<file path="src/rtl/fcb_n_deep_parametrised_pkg.sv">
// Shared constants and width helpers for the n-deep flow-controlled buffer.
package fcb_n_deep_parametrised_pkg;

    localparam int unsigned FCB_MIN_DEPTH = 2;
    localparam int unsigned FCB_MIN_W     = 1;

    // Pointer width; clamped so a degenerate depth still yields a legal vector.
    function automatic int unsigned fcb_ptr_w(input int unsigned n);
        return (n < 2) ? 1 : $clog2(n);
    endfunction

    function automatic int unsigned fcb_cnt_w(input int unsigned n);
        return $clog2(n + 1);
    endfunction

endpackage

</file>
<file path="src/rtl/fcb_n_deep_parametrised_ptr_wrap.sv">
// Modulo-depth pointer: advances on i_inc and wraps from depth-1 back to 0.
module fcb_ptr_wrap
    import fcb_n_deep_parametrised_pkg::*;
#(
    parameter  int unsigned depth = 2,
    localparam int unsigned PW    = fcb_ptr_w(depth)
) (
    input  logic          clk,
    input  logic          rst,
    input  logic          i_inc,
    output logic [PW-1:0] o_ptr
);

    logic [PW-1:0] r_ptr;
    logic [PW-1:0] w_ptr_nxt;

    always_comb begin
        w_ptr_nxt = r_ptr;
        if (i_inc) begin
            w_ptr_nxt = (r_ptr == PW'(depth - 1)) ? '0 : r_ptr + PW'(1);
        end
    end

    always_ff @(posedge clk) begin
        if (rst) begin
            r_ptr <= '0;
        end else begin
            r_ptr <= w_ptr_nxt;
        end
    end

    assign o_ptr = r_ptr;

endmodule

</file>
<file path="src/rtl/fcb_n_deep_parametrised.sv">
// Parametrised valid/ready buffer of `depth` entries with occupancy output.
// comb_rdy selects a registered up_rdy or one that also opens on a pop when full.
module fcb_n_deep_parametrised
    import fcb_n_deep_parametrised_pkg::*;
#(
    parameter  int unsigned w        = 8,
    parameter  int unsigned depth    = 2,
    parameter  int unsigned comb_rdy = 0,
    localparam int unsigned PW       = fcb_ptr_w(depth),
    localparam int unsigned CW       = fcb_cnt_w(depth)
) (
    input  logic          clk,
    input  logic          rst,
    input  logic          up_vld,
    output logic          up_rdy,
    input  logic [w-1:0]  up_data,
    output logic          down_vld,
    input  logic          down_rdy,
    output logic [w-1:0]  down_data,
    output logic [CW-1:0] count
);

    if (depth < FCB_MIN_DEPTH) begin : g_bad_depth
        $error("fcb_n_deep_parametrised: depth must be >= 2");
    end
    if (w < FCB_MIN_W) begin : g_bad_w
        $error("fcb_n_deep_parametrised: w must be >= 1");
    end

    logic [w-1:0]  r_mem [depth];
    logic [CW-1:0] r_count;
    logic [CW-1:0] w_count_nxt;
    logic          r_not_full;
    logic          r_down_vld;
    logic          w_push;
    logic          w_pop;
    logic [PW-1:0] w_wr_ptr;
    logic [PW-1:0] w_rd_ptr;

    // Full-occupancy mode lets a downstream pop free the slot for this cycle's push.
    if (comb_rdy != 0) begin : g_comb_rdy
        assign up_rdy = r_not_full | down_rdy;
    end else begin : g_reg_rdy
        assign up_rdy = r_not_full;
    end

    assign w_push = up_vld & up_rdy;
    assign w_pop  = r_down_vld & down_rdy;

    fcb_ptr_wrap #(.depth(depth)) u_wr_ptr (
        .clk   (clk),
        .rst   (rst),
        .i_inc (w_push),
        .o_ptr (w_wr_ptr)
    );

    fcb_ptr_wrap #(.depth(depth)) u_rd_ptr (
        .clk   (clk),
        .rst   (rst),
        .i_inc (w_pop),
        .o_ptr (w_rd_ptr)
    );

    always_comb begin
        w_count_nxt = r_count;
        if (w_push && !w_pop) begin
            w_count_nxt = r_count + CW'(1);
        end else if (w_pop && !w_push) begin
            w_count_nxt = r_count - CW'(1);
        end
    end

    // Full/valid flags are precomputed from the next count so ports come from flops.
    always_ff @(posedge clk) begin
        if (rst) begin
            r_count    <= '0;
            r_not_full <= 1'b1;
            r_down_vld <= 1'b0;
        end else begin
            r_count    <= w_count_nxt;
            r_not_full <= (w_count_nxt != CW'(depth));
            r_down_vld <= (w_count_nxt != '0);
        end
    end

    always_ff @(posedge clk) begin
        if (rst) begin
            for (int i = 0; i < int'(depth); i++) begin
                r_mem[i] <= '0;
            end
        end else if (w_push) begin
            r_mem[w_wr_ptr] <= up_data;
        end
    end

    assign down_vld  = r_down_vld;
    assign down_data = r_mem[w_rd_ptr];
    assign count     = r_count;

endmodule

</file>
<file path="config.mk">
export PLATFORM = sky130hd
export DESIGN_NAME = fcb_n_deep_parametrised
export DESIGN_NICKNAME = d
export VERILOG_FILES = /design/src/rtl/fcb_n_deep_parametrised_pkg.sv /design/src/rtl/fcb_n_deep_parametrised_ptr_wrap.sv /design/src/rtl/fcb_n_deep_parametrised.sv
export SDC_FILE = /design/constraint.sdc
export NUM_CORES = 1
export LEC_CHECK = 0
export BUFFER_PORTS_ARGS = -buffer_cell sky130_fd_sc_hd__buf_2
export CAP_MARGIN = 30
export CORE_MARGIN = 5
export CORE_UTILIZATION = 55
export DETAILED_ROUTE_END_ITERATION = 8
export HOLD_SLACK_MARGIN = 0.02
export PLACE_DENSITY_LB_ADDON = 0.05
export SLEW_MARGIN = 20
export SYNTH_ARGS = -nofsm -noshare
export SYNTH_HDL_FRONTEND = slang
export SYNTH_SLANG_ARGS = --single-unit
</file>
<file path="constraint.sdc">
create_clock -name clk -period 1.9 [get_ports clk]
set_input_delay 0.38 -clock clk [delete_from_list [all_inputs] [get_ports clk]]
set_output_delay 0.38 -clock clk [all_outputs]
set_load 0.01 [all_outputs]
</file>
==> results by group <==
Logic synthesis
  – Ys Warns: 0
  – Syn_area_per_cell: 12.9 um^2
  – Number of enable flip-flop cells after synthesis: 16
  – Ys async rst share: 0%
  – Post-synth top flop: edfxtp_1
  – Syn Std Cell Area: 1030 um^2
  – Sequential share of the synthesized area: 60.0%
  – Seq cells post-synth: 23
  – Synth cell types: 30
  – Mapped Cells: 80
  – Syn Nets: 92

Die
  – Chip Width: 53.4 um
  – Die Span Y: 53.4 um
  – Placeable Area: 1760 um^2
  – Row Count: 15
  – Die Footprint: 2850 um^2
  – Initial core utilization: 58.6%
  – Io pins: 24

Critical path
  – CP Capture Type: primary output
  – Max stage delay cell, worst path: dfxtp_1
  – Top Family by Delay on Critical Path: flip-flops
  – WP buf/inv: 1
  – CP arrival: 1400 ps
  – Worst Path Required: 1520 ps
  – CP Max Fanout: 8
  – Startpoint Class: flip-flop
  – Critical path class: reg2out
  – Crit path largest cell delay: 580 ps
  – Crit-path cells: mux2_2 > buf_2

GRT
  – Total grt overflow: 0
  – Largest net degree at the start of global routing: 15
  – First-pass GRT wire length: 2990 um
  – Vias in the first global route: 685
  – Initial antenna violation count: 0
  – GRT Total Usage: 15.2%

CTS
  – Clock Latency Late Sink: 310 ps
  – CTS Buffer Depth: 2
  – Post CTS Setup Buffer Count: 0
  – Max H-tree Level: 1
  – Cts bufs inserted: 3
  – Clk pin slew, worst setup/hold paths: 130 ps
  – Clock sink count: 23
  – # hold bufs at CTS: 0
  – Post-CTS Resized: 0
  – Root cell of the clock tree: clkbuf_4
  – TritonCTS clock tree: yes

Placement
  – RD Place Congestion: 0.734
  – Port Buffers: 23
  – Post-Place Cell Area: 1180 um^2
  – Detailed placement HPWL: 1290 um

Run status
  – Outcome: complete, no violations

STA
  – RSZ-0062 raised after global routing: no
  – Fin. Hold Viols: 0
  – Worst slew pin tran: 397 ps
  – Fin Setup TNS: 0 ps
  – Final Critical Period: 1780 ps
  – Slew HR: 73.4%
  – Tcrit/Tclk final: 93.9%
  – FMAX: 560 MHz
  – Final Setup Violations: 0
  – Pins Over Slew Limit: 0
  – Clk_skew: 6.21 ps

Layout
  – Most frequent cells in the layout: 23 x buf_2, 16 x and2_1, 16 x edfxtp_1, 8 x mux2_2, 7 x dfxtp_1
  – Commonest non-fill, non-tap cell in the layout: buf_2
  – Area growth, synth to finish: 16.8%
  – Layout net count: 119
  – N_diodes: 0
  – Layout cells sized above 1: 37.7%
  – Final Instance Area: 1210 um^2

Hold path
  – HP Class: in2reg

Routing
  – Final wirelength: 1760 um
  – Drt wl/cell: 13.4 um
  – Residual DRC: 0
  – Vias/cell: 5.22
  – Via count: 684
  – Final ANT Viol Nets: 0
  – DR iter-0 viols: 10
  – 1st-pass router iterations: 2

Power
  – Leakage Power: 0.509 nW
  – Peak VDD IR: 0.522 mV
  – Power Density: 847 nW/um^2

Flow run
  – # Max-Cap Violations: 0
stage by stage:
stage | power [mW] | cells | utilization (%) | hold slack, ps | setup WS (ps)
after floorplan | 0.737 | 80 | - | 469 | 529
after global placement | 0.799 | 127 | 66.7 | 483 | 405
after detailed placement | 0.806 | 127 | 66.7 | 491 | 361
after CTS | 1.03 | 131 | 68.4 | 340 | 70.8
after global routing | 1.08 | 131 | 68.4 | 339 | 6.47
final | 1.02 | 131 | 68.4 | 348 | 115
final timing paths:
path | from | endpoint | slack [ps] | cells past startpoint
setup / recovery | flip-flop | down_data[6] | 120 | 2
hold / removal | up_data[3] | r_mem[0][3]$_SDFFCE_PN0P_ | 350 | 2
setup reg to reg | up_rdy$_SDFF_PP1_ | r_mem[0][7]$_SDFFCE_PN0P_ | 440 | 3
hold reg to reg | u_wr_ptr.o_ptr$_SDFFE_PP0P_ | u_wr_ptr.o_ptr$_SDFFE_PP0P_ | 520 | 2
area by class of cell:
| class | count | area, um^2 |
|---|---|---|
| clock buffers | 3 | 22.5 |
| clock inverters | 1 | 7.51 |
| fillers | 137 | 557 |
| multi-input cells | 55 | 403 |
| flip-flops and latches | 23 | 621 |
| well taps | 25 | 31.3 |
| repair buffers | 24 | 123 |
synth_stat cells, types with 2 or more instances:
cell type,number,area (um^2)
and2_1,16,100
edfxtp_1,16,480
mux2_2,8,90.1
dfxtp_1,7,140
a21oi_1,4,20.0
nor2_1,3,11.3
buf_2,2,10.0
nand2_1,2,7.51
report_power, final:
part / total (mW) / switching [mW] / internal (mW)
logic: 0.179 / 0.0895 / 0.0892
registers: 0.615 / 0.0318 / 0.583
clock network: 0.229 / 0.149 / 0.0802
total: 1.02 / 0.270 / 0.752
metal layers:
layer / up-vias / track usage (%) / routed length [um]
met5: - / 0 / 0
met4: 0 / 5.11 / 8
met3: 2 / 4.51 / 99
met2: 14 / 26.5 / 885
met1: 328 / 17.6 / 764
li1: 340 / - / -
flip-flops by register name (all words and copies together), names as in the netlist, named ones only:
name and flops:
down_vld 1, up_rdy 1, count 2, r_mem 16
u_rd_ptr.o_ptr 1, u_wr_ptr.o_ptr 1
cell families (layout without fill, tap and decap cells):
kind of cell    Yosys count  in the layout  share of synthesized area, %
xor+xnor                  1              1                         0.848
buf+inv                   2             28                         0.969
mux                      10             10                          10.8
simple gates             34             34                          21.1
compound gates           10             10                          6.30
flops                    23             23                          60.0
No activity file was read; power rests on OpenSTA's default activity.
